### config.mk
export PLATFORM = sky130hd
export DESIGN_NAME = request_fifo_dispatcher
export DESIGN_NICKNAME = d
export VERILOG_FILES = /design/src/rtl/request_fifo_dispatcher.sv
export SDC_FILE = /design/constraint.sdc
export NUM_CORES = 1
export LEC_CHECK = 0
export CAP_MARGIN = 20
export CORE_UTILIZATION = 40
export DETAILED_ROUTE_END_ITERATION = 10
export PLACE_DENSITY = 0.95
export SLEW_MARGIN = 10
export SYNTH_ARGS = -nofsm -noshare
export SYNTH_HDL_FRONTEND = slang
export SYNTH_SLANG_ARGS = --single-unit
### constraint.sdc
create_clock -name clk -period 5.8 [get_ports clk]
set_input_delay 1.16 -clock clk [delete_from_list [all_inputs] [get_ports clk]]
set_output_delay 1.16 -clock clk [all_outputs]
set_load 0.005 [all_outputs]
### src/rtl/request_fifo_dispatcher.sv
// Pops packed request entries from the AXI request FIFO, splits the address into
// tag/index/offset and presents the decoded request to the tag-lookup stage.
module request_fifo_dispatcher #(
    parameter int ADDR_W   = 32,
    parameter int ID_W     = 32,
    parameter int SLAVE_W  = 4,
    parameter int OFFSET_W = 6,
    parameter int INDEX_W  = 10,
    parameter int CNT_W    = 16
) (
    input  logic                            clk,
    input  logic                            rst,
    input  logic                            fifo_empty,
    output logic                            fifo_rd_en,
    input  logic [127:0]                    fifo_o,
    output logic                            req_valid_o,
    input  logic                            req_ready_i,
    output logic                            req_is_write_o,
    output logic [ID_W-1:0]                 req_id_o,
    output logic [SLAVE_W-1:0]              req_slave_o,
    output logic [ADDR_W-1:0]               req_addr_o,
    output logic [ADDR_W-INDEX_W-OFFSET_W-1:0] req_tag_o,
    output logic [INDEX_W-1:0]              req_index_o,
    output logic [OFFSET_W-1:0]             req_offset_o,
    output logic [CNT_W-1:0]                rd_cnt_o,
    output logic [CNT_W-1:0]                wr_cnt_o,
    output logic                            err_o
);

    localparam int SLV_LSB = ADDR_W + ID_W;
    localparam int WR_BIT  = ADDR_W + ID_W + SLAVE_W;
    localparam int RSV_LSB = WR_BIT + 1;

    typedef enum logic [1:0] {
        S_IDLE  = 2'd0,
        S_FETCH = 2'd1,
        S_VALID = 2'd2
    } state_t;

    state_t               state_q, state_d;
    logic                 is_write_q, is_write_d;
    logic [ID_W-1:0]      id_q, id_d;
    logic [SLAVE_W-1:0]   slave_q, slave_d;
    logic [ADDR_W-1:0]    addr_q, addr_d;
    logic [CNT_W-1:0]     rd_cnt_q, rd_cnt_d;
    logic [CNT_W-1:0]     wr_cnt_q, wr_cnt_d;
    logic                 err_q, err_d;

    logic                 malformed;
    logic                 handshake;
    logic                 pop;

    assign malformed = |fifo_o[127:RSV_LSB];
    assign handshake = (state_q == S_VALID) && req_ready_i;

    always_comb begin
        state_d    = state_q;
        pop        = 1'b0;
        is_write_d = is_write_q;
        id_d       = id_q;
        slave_d    = slave_q;
        addr_d     = addr_q;
        rd_cnt_d   = rd_cnt_q;
        wr_cnt_d   = wr_cnt_q;
        err_d      = err_q;

        case (state_q)
            S_IDLE: begin
                if (!fifo_empty) begin
                    pop     = 1'b1;
                    state_d = S_FETCH;
                end
            end
            S_FETCH: begin
                // Entries with reserved bits set are dropped and leave the held fields alone.
                if (malformed) begin
                    err_d   = 1'b1;
                    state_d = S_IDLE;
                end else begin
                    is_write_d = fifo_o[WR_BIT];
                    slave_d    = fifo_o[WR_BIT-1:SLV_LSB];
                    id_d       = fifo_o[SLV_LSB-1:ADDR_W];
                    addr_d     = fifo_o[ADDR_W-1:0];
                    state_d    = S_VALID;
                end
            end
            S_VALID: begin
                if (handshake) begin
                    if (is_write_q) begin
                        if (wr_cnt_q != {CNT_W{1'b1}}) begin
                            wr_cnt_d = wr_cnt_q + CNT_W'(1);
                        end
                    end else begin
                        if (rd_cnt_q != {CNT_W{1'b1}}) begin
                            rd_cnt_d = rd_cnt_q + CNT_W'(1);
                        end
                    end
                    if (!fifo_empty) begin
                        pop     = 1'b1;
                        state_d = S_FETCH;
                    end else begin
                        state_d = S_IDLE;
                    end
                end
            end
            default: begin
                state_d = S_IDLE;
            end
        endcase
    end

    always_ff @(posedge clk) begin
        if (rst) begin
            state_q    <= S_IDLE;
            is_write_q <= 1'b0;
            id_q       <= '0;
            slave_q    <= '0;
            addr_q     <= '0;
            rd_cnt_q   <= '0;
            wr_cnt_q   <= '0;
            err_q      <= 1'b0;
        end else begin
            state_q    <= state_d;
            is_write_q <= is_write_d;
            id_q       <= id_d;
            slave_q    <= slave_d;
            addr_q     <= addr_d;
            rd_cnt_q   <= rd_cnt_d;
            wr_cnt_q   <= wr_cnt_d;
            err_q      <= err_d;
        end
    end

    // No pop may leave while reset is held; the FIFO would lose an entry.
    assign fifo_rd_en     = pop && !rst;
    assign req_valid_o    = (state_q == S_VALID);
    assign req_is_write_o = is_write_q;
    assign req_id_o       = id_q;
    assign req_slave_o    = slave_q;
    assign req_addr_o     = addr_q;
    assign req_tag_o      = addr_q[ADDR_W-1:OFFSET_W+INDEX_W];
    assign req_index_o    = addr_q[OFFSET_W+INDEX_W-1:OFFSET_W];
    assign req_offset_o   = addr_q[OFFSET_W-1:0];
    assign rd_cnt_o       = rd_cnt_q;
    assign wr_cnt_o       = wr_cnt_q;
    assign err_o          = err_q;

endmodule

# Word level (Yosys, flattened, before mapping)
# Index checks and enable logic that the tools add are counted.
# word_totals
register_bits	104
latchBits	0
ramBits	0
romBits	0
input_bits	132
output_inout_bits	136
word_cells	36
memories	0
# op_classes
add_sub_neg	2
n_mul	0
div	0
magnitude_cmp	0
n_eq_ne	6
n_shift	0
n_mux	8
bitwise_logic	2
reduce_logical	10
# op_table
op	n
59-bit OR reduction	1
16-bit by 1-bit adder with 16-bit output, second input constant	2
16-bit != test, second input constant	2
4-bit AND reduction	2
2-bit 2-to-1 mux	3
2-bit case mux with 3 select lines	1
2-bit AND reduction	3
1-bit 2-to-1 mux	3
2-bit by 1-bit == test with 1-bit output, second input constant	1
2-bit == test, second input constant	1
1-bit logical AND	2
2-bit logical NOT	1
2-bit by 1-bit != test with 1-bit output, second input constant	1
2-bit != test, second input constant	1
1-bit inverter	2
1-bit case mux with 2 select lines	1
1-bit logical NOT	1

# Depth between registers and ports, before layout
# Gate-level depths: netlist of the first run.
# depth
ltp_word	5
mapped_depth	7

# Least setup slack after synthesis of the first run
# No wires, ideal clock.
# synth_timing
kind	input to output
startpoint	input rst
endpoint	output fifo_rd_en
arrival_ns	1.753
t_required_ns	4.640
setup_slack_ns	2.887
cell_stages	2
n_path_buf	1
cell_sequence	clkbuf_1 -> a2111oi_0
# synth_between
elab_chain_len	2
# synth_rtl
item	line	text
from (decl)	12	input logic rst,
1-bit logical NOT	135	assign fifo_rd_en = pop && !rst;
1-bit logical AND	135	
to (decl)	14	output logic fifo_rd_en,
# Every way passes these cells.

# Final worst setup path of the first run
# layout_timing
startpoint	input req_ready_i
endpoint	output fifo_rd_en
# layout_between
elab_chain_len	4
# layout_rtl
item	line	text
from (decl)	17	input logic req_ready_i,
1-bit logical AND	54	assign handshake = (state_q == S_VALID) && req_ready_i;
1-bit 2-to-1 mux	88	if (handshake) begin
1-bit case mux with 2 select lines	67	case (state_q)
1-bit logical AND	135	
# Every way passes these cells.

==> flow_summary.yaml, run 1 <==
power_and_ir_drop:
  p_seq_share_pct: 53.3
  power_switching_share_pct: 19.47
  powerDensity_nw_per_um2: 187.2
  power_frac_clock_pct: 38.5
  p_switching_mw: 0.2613
  power_frac_comb_pct: 8.2
  power.internal_mw: 1.081
  irDropWorstVdd_mv: 0.1575
  power.leakage_nw: 2.340
route:
  ant_nets: 0
  viasPerCell: 4.967
  drtIter0Drc: 264
  drt_pass1_iterations: 4
  wl_per_cell_um: 14.99
  wirelength_mm: 13.79
  drc: 0
  via_count: 4570
grt:
  first_global_vias: 4266
  grt_use_total_pct: 23.56
  grt_first_pass_wirelength_mm: 21.27
  grt_max_degree: 63
  grt_overflow: 0
  antenna_found_initial: 0
clocking:
  ctsResizeCount: 0
  htreeDepth: 3
  postCtsSetupBuffers: 0
  insertion_delay_ps: 350
  hold_buffers: 0
  clk_pin_slew_worst_paths_ps: 90
  cts_root_buffer: "clkbuf_8"
  clock_path_buffers: 2
  cts_buffers: 9
  cts_sinks: 104
  cts_tree: "yes"
synthesis:
  synth_commonest_cells: "nand2_1, dfxtp_1, a21oi_1"
  syn_inst: 556
  synth.area.top_cells: "dfxtp_1, nand2_1, a21oi_1, buf_4, nor2_1"
  postSynth.asyncResetShare_pct: 0
  ys_seq_area_share_pct: 46.90
  syn_area_per_cell_um2: 7.984
  ys_ff_latch: 104
  yosys.area.top_type_share_pct: 46.90
  ys_warn_count: 0
  synth.cell_area_um2: 4439
  syn_nets: 690
  synth_cell_types: 35
  yosysMostFrequentCell: "nand2_1"
  synth_area_leader_cell: "dfxtp_1"
  synth_edf_count: 0
  synth-main-ff-cell: "dfxtp_1"
timing:
  fin_skew_ps: 8.284
  setup_violations: 0
  fin_crit_sh_pct: 68.59
  tns_ps: 0
  worst_pin_slew_ps: 680.7
  slew_viol_final: 0
  hold_viol: 0
  relSlewSlack_pct: 54.24
  fmax_mhz: 251.4
  period_needed_ps: 3978
  rsz0062_at_grt: "false"
floorplanning:
  core-area_um2: 10840
  start_util_pct: 40.95
  chipWidth_um: 107.3
  fp-row-count: 38
  ios: 268
  design.die.area_um2: 11520
  fp.dieH_um: 107.3
critical_path:
  worst_setup_path_start_kind: "input port"
  arrival_ps: 2820
  cp-end-kind: "output pin"
  slowest_stage: "clkdlybuf4s50_1"
  crit_cells: 4
  slowest_delay_ps: 610
  crit_fanout: 3
  critical-path-top-delay-family: "buffers and inverters"
  crit_chain: "clkdlybuf4s50_1, inv_1, a2111oi_0, clkdlybuf4s50_1"
  worstSetupPathType: "input port to output pin"
  worstPathRequired_ps: 4640
  path_buf_inv: 3
  worstRegToRegCells: 6
  path_common_cell: "clkdlybuf4s50_1"
place:
  finalWeightedCongestion: 0.8885
  portBuffers: 267
  dp_hpwl_mm: 10.48
cells_and_area:
  fin_nets: 909
  final_core_util_pct: 66.14
  drive_gt1_share_pct: 3.590
  antennaDiodeCount: 0
  area_delta_synth_final_pct: 61.50
status:
  status: "complete, no violations"
min_path:
  hp-class: "flop to flop"
  hold_path_depth: 2
run:
  maxCapViolations: 0
metal layers:
layer	up-vias	part of all wire, %	track usage (%)
met4	0	1.9	8.023
met3	22	8.4	7.809
met1	2103	40	27.25
met5	-	0	0
li1	2269	-	-
met2	176	50	40.65
area by class of cell:
cell class,instances,area (µm²)
timing repair buffer,271,2713
tap,140,175.2
sequential,104,2082
fill,880,3671
clock buffer,10,127.6
multi-input combinational,383,1942
clock inverter,6,107.6
inverter,6,22.52
worst reg2reg max path: stages (launching register included):
cell and delay (ps):
dfxtp_1 410, nor2b_1 210, nand4_1 190, or4_2 880, buf_4 410, nand2_1 140
a21oi_1 90
layout by cell type (no fill, tap or decap), types with 2 or more instances in the layout:
cell | synthesis | final
a21oi_1 | 74 | 74
nor2b_1 | 3 | 3
clkinv_2 | 0 | 2
nand2_1 | 149 | 149
ha_1 | 2 | 2
a311oi_1 | 2 | 2
nor2_1 | 37 | 37
nor4_1 | 17 | 17
nand3_1 | 15 | 15
bufinv_16 | 0 | 3
nand4_1 | 11 | 11
a2111oi_0 | 2 | 2
xor2_1 | 8 | 8
mux2i_1 | 3 | 3
inv_1 | 6 | 6
and4_1 | 3 | 3
or2_2 | 3 | 3
xnor2_1 | 15 | 15
clkdlybuf4s50_1 | 0 | 266
clkbuf_8 | 0 | 9
or3_1 | 3 | 3
nor3_1 | 14 | 14
o21ai_0 | 9 | 9
buf_4 | 40 | 4
dfxtp_1 | 104 | 104
state kept, by name, indices dropped and copies added, names as in the netlist:
name            cells
err_o               1
wr_cnt_o           16
req_is_write_o      1
req_addr_o         32
req_id_o           32
rd_cnt_o           16
req_slave_o         4
state_q             2
metrics by stage:
| stage | hold WS [ps] | instances | area (µm²) | worst slack [ps] | power, mW |
|---|---|---|---|---|---|
| after detailed placement | 443.8 | 904 | 6934 | 1783 | 0.8409 |
| after CTS | 457.0 | 920 | 7169 | 1807 | 1.361 |
| after floorplan | 448.2 | 556 | 4439 | 2887 | 0.7458 |
| after global placement | 436.1 | 904 | 6934 | 1874 | 0.8399 |
| after global routing | 470.2 | 920 | 7169 | 1773 | 1.394 |
| final | 452.1 | 920 | 7169 | 1822 | 1.342 |
power by group through the flow:
stage / registers [mW] / clock network [mW] / logic (mW)
after detailed placement: 0.732 / 0 / 0.109
final: 0.715 / 0.517 / 0.110
after global routing: 0.716 / 0.562 / 0.116
after floorplan: 0.732 / 0 / 0.0142
after CTS: 0.715 / 0.536 / 0.110
after global placement: 0.732 / 0 / 0.108
path summary, 6_finish.rpt:
path | startpoint | endpoint | slack [ps]
worst max register to register | state_q[0]$_SDFFE_PP0P_ | req_id_o[2]$_SDFFE_PP0P_ | 3340
worst max-delay path | req_ready_i | fifo_rd_en | 1820
worst min-delay path | req_id_o[12]$_SDFFE_PP0P_ | req_id_o[12]$_SDFFE_PP0P_ | 450
worst min register to register | req_id_o[12]$_SDFFE_PP0P_ | req_id_o[12]$_SDFFE_PP0P_ | 450
cell families after synthesis:
kind of cell	share of synthesized area, %
flip-flops	46.90
AO/OA/AOI/OAI	10.65
multiplexers	0.9301
buffers and inverters	9.583
XOR/XNOR	4.538
AND/OR/NAND/NOR	26.83
adder cells (fa/ha/maj)	0.5636
Power figures use the tool's default switching activity.
==> inputs of run 2 (changes only) <==
--- a/config.mk
+++ b/config.mk
@@ -6,9 +6,9 @@
 export NUM_CORES = 1
 export LEC_CHECK = 0
 export CAP_MARGIN = 20
-export CORE_UTILIZATION = 40
+export CORE_UTILIZATION = 38
 export DETAILED_ROUTE_END_ITERATION = 10
-export PLACE_DENSITY = 0.95
+export PLACE_DENSITY = 0.92
 export SLEW_MARGIN = 10
 export SYNTH_ARGS = -nofsm -noshare
 export SYNTH_HDL_FRONTEND = slang
==> constraint.sdc (replaced) <==
create_clock -name clk -period 3.7 [get_ports clk]
set_input_delay 0.74 -clock clk [delete_from_list [all_inputs] [get_ports clk]]
set_output_delay 0.74 -clock clk [all_outputs]
set_load 0.005 [all_outputs]
==> run 2 against run 1 <==
Compared with the run above:
- non-clock buffer count is the same
- die area grew 5.2%
- register-to-register slack worse by 1700 ps
- final cell count grew 0.33%
- count of clock-buffer cells in the layout did not move
- utilization down 2.6 points
- combinational power increased by 55%
- global-route usage shrank 1.6 points
- critical path depth unchanged
- clock power is 81% higher
- wire length decreased by 0.51%
- total power is 66% higher
- critical path type unchanged
- highest routed layer unchanged
==> flow_summary.yaml, run 2 (synthesis results as in run 1) <==
status:
  status: "complete, no violations"
place:
  dp_hpwl_mm: 9.960
  dpl-instance-area_um2: 6950
  finalWeightedCongestion: 0.8807
  portBuffers: 267
timing:
  period_needed_ps: 3049
  fin_skew_ps: 5.155
  worst_pin_slew_ps: 1102
  tns_ps: 0
  setup_violations: 0
  fin_crit_sh_pct: 82.42
  fmax_mhz: 327.9
  slew_viol_final: 0
  rsz0062_at_grt: "false"
  relSlewSlack_pct: 26.56
  hold_viol: 0
route:
  via_count: 4552
  drc: 0
  viasPerCell: 4.932
  wl_per_cell_um: 14.87
  ant_nets: 0
  drtIter0Drc: 241
  drt_pass1_iterations: 4
  wirelength_mm: 13.72
grt:
  first_global_vias: 4090
  grt_first_pass_wirelength_mm: 20.50
  antenna_found_initial: 0
  grt_use_total_pct: 21.94
  grt_max_degree: 106
  grt_overflow: 0
power_and_ir_drop:
  power.leakage_nw: 2.365
  irDropWorstVdd_mv: 0.2382
  powerDensity_nw_per_um2: 307.6
cells_and_area:
  antennaDiodeCount: 0
  final_cell_mix: "clkdlybuf4s50_1, nand2_1, dfxtp_1"
  fin_nets: 909
  drive_gt1_share_pct: 3.590
  fill_cells: 946
  mostFrequentLayoutCell: "clkdlybuf4s50_1"
  area_delta_synth_final_pct: 63.30
  final_area_um2: 7249
critical_path:
  cp-end-kind: "output pin"
  worstSetupPathType: "input port to output pin"
  arrival_ps: 2310
  crit_fanout: 3
  worstPathRequired_ps: 2960
  worst_setup_path_start_kind: "input port"
run:
  maxCapViolations: 0
clocking:
  htreeDepth: 3
  cts_root_buffer: "clkbuf_16"
  clk_pin_slew_worst_paths_ps: 70
  ctsResizeCount: 0
  insertion_delay_ps: 330
  hold_buffers: 0
  cts_tree: "yes"
  clock_path_buffers: 2
  postCtsSetupBuffers: 0
  cts_buffers: 9
  cts_sinks: 104
floorplanning:
  start_util_pct: 38.88
  fp.dieH_um: 110.1
  chipWidth_um: 110.1
  design.die.area_um2: 12120
  core-area_um2: 11420
  fp-row-count: 39
  ios: 268
min_path:
  hp-class: "flop to flop"
[run 2: where the power goes]
group / internal (mW) / switching, mW
Sequential: 1.12 / 0.00159
Clock: 0.527 / 0.410
Combinational: 0.127 / 0.0444
Total: 1.77 / 0.456
[run 2: worst paths after layout]
check,startpoint,endpoint,slack [ps],depth (start not counted)
setup / recovery,req_ready_i,fifo_rd_en,650,4
hold / removal,req_id_o[11]$_SDFFE_PP0P_,req_id_o[11]$_SDFFE_PP0P_,450,2
setup reg to reg,state_q[0]$_SDFFE_PP0P_,req_addr_o[0]$_SDFFE_PP0P_,1610,6
hold reg to reg,req_id_o[11]$_SDFFE_PP0P_,req_id_o[11]$_SDFFE_PP0P_,450,2
[run 2: final cells by class]
cell class              count  area, µm²  share of cell area (%)
inverters                   6      22.52                  0.3107
repair buffers            271       2725                   37.59
well taps                 143      178.9                   2.468
clock inverters             6      70.07                  0.9665
multi-input cells         383       1942                   26.79
clock buffers              10      229.0                   3.158
flip-flops and latches    104       2082                   28.72
[run 2: metal layers]
metal / share of wire (%) / wire (µm) / track usage, %
met1: 41 / 5604 / 25.26
met2: 50 / 6857 / 38.39
met3: 7.1 / 981 / 6.761
met4: 2.0 / 279 / 7.429
met5: 0 / 0 / 0
[run 2: worst max-delay path: stages]
cell	delay [ps]
clkdlybuf4s50_1	510
inv_1	80
a2111oi_0	390
clkdlybuf4s50_1	590
[run 2: metrics by stage]
stage | util [%] | worst slack (ps) | cells | hold WS, ps | total power, mW
finish | 63.49 | 650.6 | 923 | 448.6 | 2.230
global route | 63.49 | 533.9 | 923 | 471.2 | 2.321
CTS | 63.49 | 638.7 | 923 | 451.6 | 2.259
detailed placement | 60.87 | 530.5 | 907 | 442.4 | 1.317
global placement | 60.87 | 565.5 | 907 | 436.6 | 1.315
floorplan | - | 1488 | 556 | 448.2 | 1.169
